==> config.mk <==
export PLATFORM = sky130hd
export DESIGN_NAME = complement_unit
export DESIGN_NICKNAME = d
export VERILOG_FILES = /design/src/rtl/complement_unit.sv
export SDC_FILE = /design/constraint.sdc
export NUM_CORES = 1
export LEC_CHECK = 0
export CORE_MARGIN = 2
export CORE_UTILIZATION = 30
export CTS_BUF_LIST = sky130_fd_sc_hd__clkbuf_4
export DETAILED_ROUTE_END_ITERATION = 8
export SYNTH_ARGS = -nofsm -noshare
export SYNTH_HDL_FRONTEND = slang
export SYNTH_SLANG_ARGS = --single-unit
==> constraint.sdc <==
create_clock -name clk -period 3.3 [get_ports clk]
set_clock_uncertainty 0.1 [all_clocks]
set_input_delay 0.66 -clock clk [delete_from_list [all_inputs] [get_ports clk]]
set_output_delay 0.66 -clock clk [all_outputs]
set_load 0.05 [all_outputs]
==> src/rtl/complement_unit.sv <==
// Chunk-serial complement unit: pass, ones' complement, two's-complement negate
// or signed absolute value, processed CHUNK bits per cycle with a registered carry.
module complement_unit #(
  parameter int WIDTH = 16,
  parameter int CHUNK = 4
) (
  input  logic             clk,
  input  logic             rst,
  input  logic             in_valid,
  output logic             in_ready,
  input  logic [WIDTH-1:0] in_data,
  input  logic [1:0]       in_mode,
  output logic             out_valid,
  input  logic             out_ready,
  output logic [WIDTH-1:0] out_data,
  output logic             out_ovf,
  output logic             busy
);

  localparam int NCH = WIDTH / CHUNK;
  localparam int CW  = (NCH > 1) ? $clog2(NCH) : 1;
  localparam logic [CW-1:0]    LAST_CHUNK = CW'(NCH - 1);
  localparam logic [WIDTH-1:0] MOST_NEG   = {1'b1, {(WIDTH-1){1'b0}}};

  typedef enum logic [1:0] {
    IDLE = 2'd0,
    BUSY = 2'd1,
    DONE = 2'd2
  } state_t;

  // Sum carries one extra bit on top so the carry-out can be registered.
  function automatic logic [CHUNK:0] chunk_add(input logic [CHUNK-1:0] a,
                                               input logic inv,
                                               input logic cin);
    chunk_add = {1'b0, (inv ? ~a : a)} + {{CHUNK{1'b0}}, cin};
  endfunction

  state_t           state_r;
  logic [CW-1:0]    cnt_r;
  logic [WIDTH-1:0] op_r;
  logic [WIDTH-1:0] acc_r;
  logic             inv_r;
  logic             carry_r;
  logic             ovf_r;
  logic             out_valid_r;
  logic [WIDTH-1:0] out_data_r;
  logic             out_ovf_r;
  logic             busy_r;

  logic             inv_s;
  logic             cin_s;
  logic [CHUNK-1:0] op_chunk_s;
  logic [CHUNK:0]   sum_s;
  logic [WIDTH-1:0] acc_next_s;

  assign in_ready  = (state_r == IDLE) && !rst;
  assign out_valid = out_valid_r;
  assign out_data  = out_data_r;
  assign out_ovf   = out_ovf_r;
  assign busy      = busy_r;

  // Decode invert flag and initial carry from the incoming mode and sign bit.
  always_comb begin
    inv_s = 1'b0;
    cin_s = 1'b0;
    case (in_mode)
      2'b00: begin
        inv_s = 1'b0;
        cin_s = 1'b0;
      end
      2'b01: begin
        inv_s = 1'b1;
        cin_s = 1'b0;
      end
      2'b10: begin
        inv_s = 1'b1;
        cin_s = 1'b1;
      end
      2'b11: begin
        inv_s = in_data[WIDTH-1];
        cin_s = in_data[WIDTH-1];
      end
      default: begin
        inv_s = 1'b0;
        cin_s = 1'b0;
      end
    endcase
  end

  // Current chunk slice, its sum, and the accumulator with that chunk merged in.
  always_comb begin
    op_chunk_s = op_r[int'(cnt_r) * CHUNK +: CHUNK];
    sum_s      = chunk_add(op_chunk_s, inv_r, carry_r);
    acc_next_s = acc_r;
    acc_next_s[int'(cnt_r) * CHUNK +: CHUNK] = sum_s[CHUNK-1:0];
  end

  // Control FSM with datapath registers and registered outputs.
  always_ff @(posedge clk or posedge rst) begin
    if (rst) begin
      state_r     <= IDLE;
      cnt_r       <= {CW{1'b0}};
      op_r        <= {WIDTH{1'b0}};
      acc_r       <= {WIDTH{1'b0}};
      inv_r       <= 1'b0;
      carry_r     <= 1'b0;
      ovf_r       <= 1'b0;
      out_valid_r <= 1'b0;
      out_data_r  <= {WIDTH{1'b0}};
      out_ovf_r   <= 1'b0;
      busy_r      <= 1'b0;
    end else begin
      case (state_r)
        IDLE: begin
          if (in_valid) begin
            op_r    <= in_data;
            inv_r   <= inv_s;
            carry_r <= cin_s;
            // Negating the most negative value wraps to itself.
            ovf_r   <= in_mode[1] && (in_data == MOST_NEG);
            cnt_r   <= {CW{1'b0}};
            acc_r   <= {WIDTH{1'b0}};
            busy_r  <= 1'b1;
            state_r <= BUSY;
          end else begin
            state_r <= IDLE;
          end
        end
        BUSY: begin
          acc_r <= acc_next_s;
          if (cnt_r == LAST_CHUNK) begin
            carry_r     <= 1'b0;
            cnt_r       <= {CW{1'b0}};
            out_data_r  <= acc_next_s;
            out_ovf_r   <= ovf_r;
            out_valid_r <= 1'b1;
            busy_r      <= 1'b0;
            state_r     <= DONE;
          end else begin
            carry_r <= sum_s[CHUNK];
            cnt_r   <= cnt_r + CW'(1);
          end
        end
        DONE: begin
          if (out_ready) begin
            out_valid_r <= 1'b0;
            state_r     <= IDLE;
          end else begin
            state_r <= DONE;
          end
        end
        default: begin
          out_valid_r <= 1'b0;
          busy_r      <= 1'b0;
          state_r     <= IDLE;
        end
      endcase
    end
  end

endmodule
After elaboration in Yosys (flattened, before gate mapping)
Index checks and enable logic that the tools add are counted.
- eq/ne operators: 10
- multiply operators: 0
- multiplexer cells: 22
- $lt $le $gt $ge: 0
- div/mod/pow operators: 0
- $add $sub $neg: 3
- shift operators: 3
- bitwise logic cells: 3
- reductions and logical operators: 13
- operator list (operator ; count):
    $neg A4 Y33 ; 1
    $shift A4 B33 Y16 const A ; 1
    $shiftx A4 B33 Y16 ; 1
    $pmux W16 S2 ; 1
    $bwmux W16 ; 1
    $eq A16 B16 Y1 const B ; 1
    $mux W16 ; 1
    $shiftx A16 B5 Y4 ; 1
    $pmux W1 S3 ; 4
    $eq A2 B2 Y1 const B ; 4
    $mux W2 ; 4
    $mux W1 ; 7
    $ne A2 B2 Y1 const B ; 3
    $pmux W2 S3 ; 1
    $reduce_and A2 Y1 ; 3
    $reduce_and A3 Y1 ; 2
    $add A4 B1 Y5 ; 1
    $eq A2 B1 Y1 const B ; 2
    $logic_not A2 Y1 ; 2
    $mux W4 ; 1
    $not A4 Y4 ; 1
    $pmux W2 S2 ; 1
    $reduce_or A2 Y1 ; 2
    $add A2 B1 Y2 const B ; 1
    5 further kinds ; 7
- bits in latches: 0
- word-level logic and storage cells: 65
- bits in registers: 58
- memory bits (read-only): 0
- bits of input ports: 22
- memories: 0
- memory bits (writable): 0

Longest topological paths before layout
- depth after elaboration: 7
- mapped depth: 9
- depth with buffers taken out: 8

Worst setup path before layout
OpenSTA, ideal clock, no wires.
- kind: reg2reg
- from: reg cnt_r[0]
- to: reg acc_r[6]
- arrival time: 2362 ps
- cell stages (with the launch flop): 10
- data required time: 3079 ps
- slack: 717 ps
- cell sequence: dfrtp_1 > buf_6 > mux4_1 > xor2_1 > ha_1 > ha_1 > xor2_1 > xnor2_1 > and2_1 > a22o_1
- longest elaborated chain between the ends: 7
- RTL lines (item ; line ; RTL):
    start, declared ; 39 ; logic [CW-1:0] cnt_r;
    start signal, assigned ; 102 ; cnt_r <= {CW{1'b0}};
    start signal, assigned ; 121 ; cnt_r <= {CW{1'b0}};
    start signal, assigned ; 133 ; cnt_r <= {CW{1'b0}};
    $shiftx A16 B5 Y4 ; 92 ; op_chunk_s = op_r[int'(cnt_r) * CHUNK +: CHUNK];
    $not A4 Y4 ; 35 ; chunk_add = {1'b0, (inv ? ~a : a)} + {{CHUNK{1'b0}}, cin};
    $mux W4 ; 35 ;
    $add A4 B1 Y5 ; 35 ;
    $shiftx A4 B33 Y16 ; 95 ; acc_next_s[int'(cnt_r) * CHUNK +: CHUNK] = sum_s[CHUNK-1:0];
    $bwmux W16 * ; 95 ;
    $pmux W16 S2 * ; 113 ; case (state_r)
    end signal, assigned ; 104 ; acc_r <= {WIDTH{1'b0}};
    end signal, assigned ; 122 ; acc_r <= {WIDTH{1'b0}};
    end signal, assigned ; 130 ; acc_r <= acc_next_s;
    end, declared ; 41 ; logic [WIDTH-1:0] acc_r;
Mark *: on every way between the ends. The rest lies on a longest branch, timed or not.
A chain may end at the register's enable or synchronous reset.

Worst setup path in the final report
- from: in rst
- to: out in_ready
- longest elaborated chain between the ends: 2
- RTL lines (item ; line ; RTL):
    start, declared ; 8 ; input logic rst,
    $logic_not A1 Y1 (no line) ; n/a ;
    $logic_and A1 B1 Y1 ; 56 ; assign in_ready = (state_r == IDLE) && !rst;
    end, declared ; 10 ; output logic in_ready,
No other way between the ends.

==> metrics <==
GPL Wtd Cong=0.791; Peak supply drop=0.339 mV; CTS clk-pin slew, worst paths=0.09 ns; CP Capture Type=primary output; Post-synth EDFFs=0; area grow syn2layout=26.5%; Crit Path Category=in -> out; Setup Buffers After CTS=0; Seq/Total Area, Yosys=51.3%; PwrDens=1050 mW/mm^2; crit-path max FO=2; main flop type after synthesis=dfrtp_1; final instance count without filler cells=453; vias post-DR=2,198; Core Rows=35; share of the synthesized area in the top cell type=51.3%; htree depth=3; RSZ-0062 raised after global routing=false; grt total ovfl=0; synth unique cells=36; synthesis-stage register bit count=58; Max-slew headroom=45.2%; final setup TNS=0 ns; post_cts resized=0; final worst path period share=85.4%; Internal=2110 uW; Mapped Area=0.00283 mm^2; total track usage=13.3%; MaxCap Viol Count=0; Vias/cell=4.85; share of flip-flops with an asynchronous set or reset=100%; DRC violations left=0; Psw=1650 uW; most frequent cell after synthesis=nand2_1; worst-margin pin slew=0.819 ns; remaining antenna violation count=0; met2 WL=2.81 mm; Gate Count Post-Synth=294; root buf cell=clkbuf_4; Die W=101 um; DR WL met3=246 um; Hold Path Class=reg -> reg; clk sinks=58; Pre-antenna DRT Iters=4; initial antenna violation count=0; die area=0.0102 mm^2; wire length of the first global-routing pass=10.4 mm; I/O pin cnt=42; fraction of power consumed by combinational cells=50.0%; largest net degree at the start of global routing=59; highest metal used=met4; status=finished clean; Mapped Avg Cell Area=9.62 um^2; Initial Util=30.8%; Synth top cells by count=79 x nand2_1, 58 x dfrtp_1, 27 x o21ai_0; Final Max Tran Viols=0; Req. time, crit path=2.54 ns; final wirelength=6.25 mm; fmax=0.355 GHz; Die Y=101 um; vias in the first global route=2,123; worst-skew pair later-pin latency=0.42 ns; Final Net Count=370; top post-synthesis cells by area=dfrtp_1 51%, nand2_1 10%, ha_1 4.9%, o21ai_0 4.8%, a21oi_1 4.2%; initial DRC count=96; wire per inst=13.8 um; Core Box Area=0.00920 mm^2; port bufs=41; Leak=0.00161 uW; min cycle time layout=2.82 ns; sequential share of power=30.3%; fraction of layout cells with a size suffix above 1=9.36%; DP HPWL=4.28 mm; Warnings, synthesis=0; Post-CTS Hold Fix Bufs=0; Critical Path Start Type=primary input; Yosys top cell by area=dfrtp_1; sw frac=43.9%; metal1 wirelength=3.10 mm; Clk pwr share=19.8%; hold_ws=0.379 ns; dpl cells=437; final hold viol count=0; clk buf depth=2; Critical Path AT=2.06 ns; CTS tree=built; Syn Nets=327; cts bufs inserted=9; # diodes=0; endpoints failing setup=0
## registers in the layout, indices dropped and copies added (netlist names)
| name | count |
|---|---|
| acc_r | 16 |
| op_r | 16 |
| out_data | 16 |
| cnt_r | 2 |
| state_r | 2 |
| busy | 1 |
| carry_r | 1 |
| inv_r | 1 |
| out_ovf | 1 |
| out_valid | 1 |
| ovf_r | 1 |
## metal layers
metal | vias up | track usage [%]
met5 | - | 0
met1 | 1043 | 17.9
met2 | 41 | 20.0
li1 | 1103 | -
met3 | 11 | 4.58
met4 | 0 | 4.78
## cell families after synthesis
kind of cell	after synthesis	share of synthesized area, %
AND/OR/NAND/NOR	120	19.7
AO/OA/AOI/OAI	69	14.6
flip-flops	58	51.3
buffers and inverters	24	3.54
adder cells (fa/ha/maj)	11	4.87
multiplexers	7	4.16
XOR/XNOR	5	1.81
## power groups by stage
| stage | Sequential, uW | Combinational, uW | Clock (uW) |
|---|---|---|---|
| 2_1_floorplan | 1420 | 1030 | 0 |
| 3_3_place_gp | 1150 | 1880 | 0 |
| 3_5_place_dp | 1160 | 1900 | 0 |
| 4_1_cts | 1150 | 1910 | 761 |
| 5_1_grt | 1180 | 2050 | 801 |
| 6_report | 1140 | 1880 | 744 |
## through the flow
step	util [%]	power [uW]	worst slack [ns]	instance area, um^2
4_1_cts	38.9	3810	0.472	3580
5_1_grt	38.9	4040	0.401	3580
6_report	38.9	3770	0.482	3580
3_3_place_gp	36.6	3030	0.481	3370
2_1_floorplan	-	2450	0.717	2830
3_5_place_dp	36.6	3060	0.472	3370
## cell usage in the layout, fill, tap and decap left out, drive strengths merged, types with 2 or more instances in the layout
master         netlist  final
nand2               79     79
dfrtp               58     58
clkdlybuf4s50        0     41
o21ai               28     28
a21oi               24     24
nor2b               13     13
ha                  11     11
clkbuf              13      9
a32o                 8      8
buf                  4      8
inv                  7      7
nor3                 6      6
nor3b                6      6
nand3                5      5
a22o                 4      4
bufinv               0      4
nor2                 3      3
xor2                 3      3
o31ai                3      3
mux4                 3      3
mux2i                2      2
mux2                 2      2
nor4                 2      2
xnor2                2      2
clkinv               0      2
## worst max-delay path: stages
cell and delay (ns):
clkdlybuf4s50_1 0.43, nor3_1 0.14, clkdlybuf4s50_1 0.83
## worst paths after layout
kind	from	slack [ns]	cells after the start	end
setup / recovery	rst	0.48	3	in_ready
max in group asynchronous	rst	1.94	3	op_r[0]
min in group asynchronous	rst	0.69	3	acc_r[6]
setup reg to reg	cnt_r[0]	0.75	9	out_data[6]
hold / removal	op_r[5]	0.38	2	op_r[5]
hold reg to reg	op_r[5]	0.38	2	op_r[5]
## area by class of cell
cell class                 count  area (um^2)
inverter                       7         26.3
fill                         928         5620
tap                          111          139
clock inverter                 7          141
timing repair buffer          49          470
clock buffer                   9         67.6
multi-input combinational    212         1280
sequential                    58         1450
Power figures use the tool's default switching activity.
